<file path="src/rtl/packed_acc.sv">
// ============================================================================
// Module      : packed_acc
// Description : Frame accumulator for packed operands. Each frame is reduced
//               either full-width or as two independent signed half-width
//               lanes, then handed downstream over a valid/ready handshake.
// Revision    : 1.0 - initial release
// ============================================================================
`default_nettype none

module packed_acc #(
    parameter int WIDTH = 32,
    parameter int CNT_W = 8
) (
    input  logic             clk,
    input  logic             rst_n,
    input  logic             in_valid,
    output logic             in_ready,
    input  logic [WIDTH-1:0] in_data,
    input  logic             in_sub,
    input  logic             in_last,
    input  logic             bit_mode,
    output logic             out_valid,
    input  logic             out_ready,
    output logic [WIDTH-1:0] out_data,
    output logic             out_mode,
    output logic [CNT_W-1:0] out_count
);

    localparam int             c_HALF    = WIDTH / 2;
    localparam logic [CNT_W-1:0] c_CNT_MAX = '1;

    typedef enum logic [1:0] {
        IDLE = 2'd0,
        ACC  = 2'd1,
        HOLD = 2'd2
    } state_t;

    state_t             r_state;
    state_t             w_state_next;
    logic [WIDTH-1:0]   r_acc;
    logic [CNT_W-1:0]   r_cnt;
    logic               r_mode;

    logic               w_accept;
    logic               w_first;
    logic               w_mode_eff;
    logic [WIDTH-1:0]   w_base;
    logic [WIDTH-1:0]   w_full;
    logic [c_HALF-1:0]  w_lane_hi;
    logic [c_HALF-1:0]  w_lane_lo;
    logic [WIDTH-1:0]   w_acc_next;
    logic [CNT_W-1:0]   w_cnt_next;

    assign in_ready  = (r_state != HOLD);
    assign out_valid = (r_state == HOLD);
    assign out_data  = r_acc;
    assign out_mode  = r_mode;
    assign out_count = r_cnt;

    assign w_accept = in_valid && in_ready;
    assign w_first  = (r_state == IDLE);

    // First beat of a frame starts from zero and takes the live bit_mode.
    assign w_mode_eff = w_first ? bit_mode : r_mode;
    assign w_base     = w_first ? '0 : r_acc;

    assign w_full    = in_sub ? (w_base - in_data) : (w_base + in_data);
    assign w_lane_hi = in_sub ? (w_base[WIDTH-1:c_HALF] - in_data[WIDTH-1:c_HALF])
                              : (w_base[WIDTH-1:c_HALF] + in_data[WIDTH-1:c_HALF]);
    assign w_lane_lo = in_sub ? (w_base[c_HALF-1:0] - in_data[c_HALF-1:0])
                              : (w_base[c_HALF-1:0] + in_data[c_HALF-1:0]);

    assign w_acc_next = w_mode_eff ? {w_lane_hi, w_lane_lo} : w_full;
    assign w_cnt_next = w_first ? CNT_W'(1)
                      : ((r_cnt == c_CNT_MAX) ? r_cnt : r_cnt + CNT_W'(1));

    always_comb begin
        w_state_next = r_state;
        case (r_state)
            IDLE, ACC: begin
                if (w_accept) begin
                    w_state_next = in_last ? HOLD : ACC;
                end
            end
            HOLD: begin
                if (out_ready) begin
                    w_state_next = IDLE;
                end
            end
            default: w_state_next = IDLE;
        endcase
    end

    always_ff @(posedge clk or negedge rst_n) begin
        if (!rst_n) begin
            r_state <= IDLE;
        end else begin
            r_state <= w_state_next;
        end
    end

    always_ff @(posedge clk or negedge rst_n) begin
        if (!rst_n) begin
            r_acc  <= '0;
            r_cnt  <= '0;
            r_mode <= 1'b0;
        end else if (w_accept) begin
            r_acc  <= w_acc_next;
            r_cnt  <= w_cnt_next;
            r_mode <= w_mode_eff;
        end
    end

endmodule

`default_nettype wire

</file>
<file path="config.mk">
export PLATFORM = sky130hd
export DESIGN_NAME = packed_acc
export DESIGN_NICKNAME = d
export VERILOG_FILES = /design/src/rtl/packed_acc.sv
export SDC_FILE = /design/constraint.sdc
export NUM_CORES = 1
export LEC_CHECK = 0
export ABC_AREA = 0
export CAP_MARGIN = 10
export CORE_MARGIN = 2
export CORE_UTILIZATION = 35
export DETAILED_ROUTE_END_ITERATION = 16
export PLACE_DENSITY = 0.55
export SLEW_MARGIN = 10
export SYNTH_ARGS = -nofsm -noshare
export SYNTH_HDL_FRONTEND = slang
export SYNTH_SLANG_ARGS = --single-unit
</file>
<file path="constraint.sdc">
create_clock -name clk -period 5.6 [get_ports clk]
set_clock_uncertainty 0.15 [all_clocks]
set_input_delay 1.12 -clock clk [delete_from_list [all_inputs] [get_ports clk]]
set_output_delay 1.12 -clock clk [all_outputs]
set_load 0.005 [all_outputs]
</file>
======== After elaboration in Yosys (flattened, before gate mapping) ========
Index checks and enable logic that the tools add are counted.
Widths: inputs -> output; s select.
word-level totals
  bits of input ports ..................... 39
  output and inout port bits .............. 43
  register bits ........................... 43
  logic and storage cells ................. 35
cells by class
  muxes and demuxes ....................... 12
  add/subtract/negate cells ............... 7
  equal/unequal tests ..................... 7
  reduce and logical (&&, ||, !) cells .... 5
operators with widths
  cell                 number
  $mux 32              3
  $add 16x16->16       2
  $add 32x32->32       1
  $mux 16              2
  $sub 16x16->16       2
  $sub 32x32->32       1
  $mux 8               2
  $add 8x1->8 const B  1
  $eq 8x8->1 const B   1
  $mux 2               3
  $ne 2x2->1 const B   3
  $pmux 2 s2           1
  $reduce_and 2->1     2
  $eq 2x1->1 const B   1
  $eq 2x2->1 const B   1
  $logic_not 2->1      1
  $ne 2x1->1 const B   1
  $reduce_or 2->1      1
  $logic_and 1x1->1    1
  $mux 1               1

======== Depth between registers and ports, before layout ========
  depth after elaboration ................. 5
  gate-level depth with buffers ........... 18
  mapped depth without buffers ............ 17

======== Least setup slack after synthesis ========
Ideal clock, no wire load.
  path type ............................... in2reg
  start point ............................. input in_data[4]
  end point ............................... register r_acc[27] (netlist: out_data[27])
  slack ................................... 1.187 ns
  path buffers ............................ 1
  stages on the path ...................... 17
  library setup time ...................... 0.126 ns
  arrival time ............................ 4.137 ns
  data required time ...................... 5.324 ns
  cell sequence ........................... nor3_2 > nand2_1 > nor4_1 > a21oi_1 > nor2_1 > xor2_1 > ha_1 > clkbuf_1 > o211ai_1 > nor3_1 > a21oi_1 > a21oi_1 > nand2_1 > a21oi_1 > xnor2_1 > nor2_1 > a221o_1
on the way
  longest elaborated chain between the ends .. 3
  elaborated cells on any way between the ends .. 4
  classes of those cells .................. add/sub (2); mux (2)
RTL lines
  element                                           line  RTL
  from (decl)                                       18    input logic [WIDTH-1:0] in_data,
  $add 32x32->32 or $sub 32x32->32 (tied branches)  67    assign w_full = in_sub ? (w_base - in_data) : (w_base + in_data);
  $mux 32 *                                         67
  $mux 32 *                                         73    assign w_acc_next = w_mode_eff ? {w_lane_hi, w_lane_lo} : w_full;
  to (signal assigned)                              108   r_acc <= w_acc_next;
  to (decl)                                         40    logic [WIDTH-1:0] r_acc;
Mark *: on every way between the ends. The rest lies on a longest branch, timed or not.
A chain may end at the register's enable or synchronous reset.

======== Worst setup path after layout ========
Ends and elaborated chain as after synthesis.

==> results.json <==
{
  "ios": 82,
  "fmax_mhz": 194,
  "setup_tns_ns": 0,
  "grt.overflow.total": 0,
  "grt_pass1_wl_um": 25000,
  "layout.nets": 845,
  "avgViaCountPerCell": 5.49,
  "core-area_sq_um": 14600,
  "min_to": "out_data[12]",
  "setup_viol": 0,
  "final.min_clock_period_ns": 5.14,
  "synth_cell_types": 66,
  "synth_cells": 679,
  "drv_cap": 0,
  "power_density_nw_per_um2": 423,
  "hp-class": "register to register",
  "power.switching_w": 0.00124,
  "die_y_um": 127,
  "grt_max_degree": 48,
  "cp.arrival_ns": 5.17,
  "synth-simple-area-share_pct": 24.1,
  "synthMuxAreaShare_pct": 1.53,
  "intPower_w": 0.00151,
  "cp-start-kind": "primary input",
  "hold_viol": 0,
  "worstSetupEndpointType": "register",
  "period_share_pct": 91.8,
  "gp_congestion": 0.871,
  "synth_top_family_by_area": "compound AO/OA/AOI/OAI gates",
  "antenna_cells": 0,
  "num_rows": 44,
  "drc": 0,
  "synth.net_count": 769,
  "cts_resized": 0,
  "synth-edff-count": 0,
  "multi_input_area_sq_um": 4070,
  "rsz0062_at_grt": "no",
  "area_growth_pct": 22.3,
  "comb_power_share_pct": 68.9,
  "wl_per_cell_um": 16.6,
  "cp.required_ns": 5.63,
  "cts_buffer_depth": 2,
  "synth-seq-cells": 43,
  "drt-pass1-iter-count": 5,
  "synth_compound_area_share_pct": 24.4,
  "criticalPathCategory": "primary input to register",
  "routed-via-count": 5160,
  "grt_pass1_vias": 4981,
  "die-area_sq_um": 16100,
  "synth_flop_cell": "dfrtp_1",
  "clock_sinks": 43,
  "mostFrequentLayoutCell": "clkdlybuf4s50_1",
  "synthArstFlopShare_pct": 100,
  "drv_slew": 0,
  "leakagePower_nw": 2.80,
  "n_fill_cell": 1485,
  "port_buffers": 81,
  "tightest_slew_ns": 1.04,
  "place_ws_ns": 0.163,
  "clkPwrFrac_pct": 11.2,
  "drt_iter0_markers": 287,
  "final_cell_mix": "clkdlybuf4s50_1 (80), nor2_1 (68), a21oi_1 (63)",
  "setup_ws_ns": 0.457,
  "antenna_found_initial": 0,
  "tritoncts": "done",
  "hold_start": "out_data[12]",
  "rr_endpoint": "out_data[30]",
  "clock_tree.root_cell": "clkbuf_16",
  "ff_latch_area_sq_um": 1080,
  "post_cts_buffers": 0,
  "slew-limit-headroom_pct": 30.9,
  "synthXorXnorAreaFrac_pct": 14.4,
  "clock_latency_ns": 0.30,
  "fp.dieW_um": 127,
  "min_delay_path_depth": 2,
  "synth_area_sq_um": 5300,
  "synth_seq_area_share_pct": 20.3,
  "initial_core_util_pct": 36.2,
  "cts_max_level": 2,
  "ant_nets": 0,
  "ys_warn_count": 0,
  "r2r_slack_ns": 1.64,
  "hpwlAfterDp_um": 12200,
  "crit-reg2reg-launch": "r_state[1]",
  "cts_buffers": 5,
  "ff2ff_path_depth": 13,
  "holdBufCountCts": 0,
  "switching_share_pct": 45.1,
  "wl_um": 15600,
  "pwr-share-seq_pct": 20.0,
  "status": "finished, final reports clean",
  "globalRouteTotalUtil_pct": 19.0,
  "peakVddDrop_v": 0.000187,
  "critPathMaxFanout": 6,
  "clkSlewWorstSetupHoldPaths_ns": 0.07,
  "syn_avg_cell_area_sq_um": 7.80,
  "synth_adder_area_share_pct": 12.3,
  "drive_above_1_share_pct": 5.16
}
## cells by family after synthesis
logic type,after synthesis
AND/OR/NAND/NOR,255
buffers and inverters,40
multiplexers,8
adder cells (fa/ha/maj),51
AO/OA/AOI/OAI,195
XOR/XNOR,87
flip-flops,43
## stage by stage
step / std cells / hold WS, ns / power (W) / area [sq um] / util (%)
after floorplan: 679 / 0.309 / 0.00180 / 5300 / -
after global placement: 932 / 0.337 / 0.00241 / 6330 / 43.2
after detailed placement: 932 / 0.338 / 0.00242 / 6330 / 43.2
after CTS: 940 / 0.355 / 0.00276 / 6480 / 44.2
after global routing: 940 / 0.391 / 0.00298 / 6480 / 44.3
final: 940 / 0.347 / 0.00274 / 6480 / 44.3
## how the worst max path moves through the flow
stage / startpoint / end / slack (ns) / cells past startpoint
after floorplan: in_data[4] / out_data[27] / 1.19 / 17
after global placement: in_data[4] / out_data[27] / 0.32 / 17
after detailed placement: in_data[0] / out_data[27] / 0.16 / 19
after CTS: in_data[0] / out_data[27] / 0.44 / 19
after global routing: in_data[4] / out_data[27] / 0.1 / 17
final: in_data[4] / out_data[27] / 0.46 / 17
## layer usage
layer,track usage (%),routed length [um],share of wire [%]
met4,4.78,239,1.5
met5,0,0,0
met3,2.72,547,3.5
met2,32.4,7490,48
met1,25.6,7320,47
## registers in the layout (all words and copies together) (netlist names)
name	cells
out_data	32
r_state	2
out_mode	1
out_count	8
## power groups by stage
stage / clock, W / sequential, W / combinational [W]
after global placement: 0 / 0.000551 / 0.00186
after floorplan: 0 / 0.000536 / 0.00127
after global routing: 0.000328 / 0.000567 / 0.00209
final: 0.000306 / 0.000547 / 0.00189
after CTS: 0.000318 / 0.000549 / 0.00189
after detailed placement: 0 / 0.000552 / 0.00187
## synthesized netlist by cell type (7+ instances only)
master	instances	area, sq um
ha_1	49	613
and2_1	35	219
mux2i_1	7	70.1
clkbuf_1	17	63.8
inv_1	17	63.8
a21o_1	23	173
nor3_1	30	150
dfrtp_1	43	1080
nand2b_1	10	62.6
a31oi_1	10	62.6
xor2_1	30	263
a21oi_1	64	320
o21ai_1	25	125
o21ai_0	18	90.1
xnor2_1	57	499
nor2b_1	8	50.1
nor2_1	68	255
nand4_1	7	43.8
o21a_1	8	60.1
nand2_1	62	233
## worst max-delay path, cell delays in order
cell,delay [ns]
clkdlybuf4s50_1,0.47
nor3_2,0.27
nand2_1,0.16
nor4b_4,0.46
and2_1,0.35
a21oi_1,0.13
xnor2_1,0.14
ha_1,0.38
nand2_1,0.18
nor3_1,0.29
a21oi_1,0.08
a21oi_1,0.22
nand2_1,0.13
a21oi_1,0.30
xnor2_1,0.16
nor2_1,0.06
a221o_1,0.27
## layout make-up
class | count | share of cell area [%]
inverters | 17 | 0.984
well taps | 184 | 3.55
multi-input cells | 596 | 62.8
clock buffers | 5 | 1.93
clock inverters | 3 | 0.386
flip-flops and latches | 43 | 16.6
repair buffers | 92 | 13.7
Power figures use the tool's default switching activity.
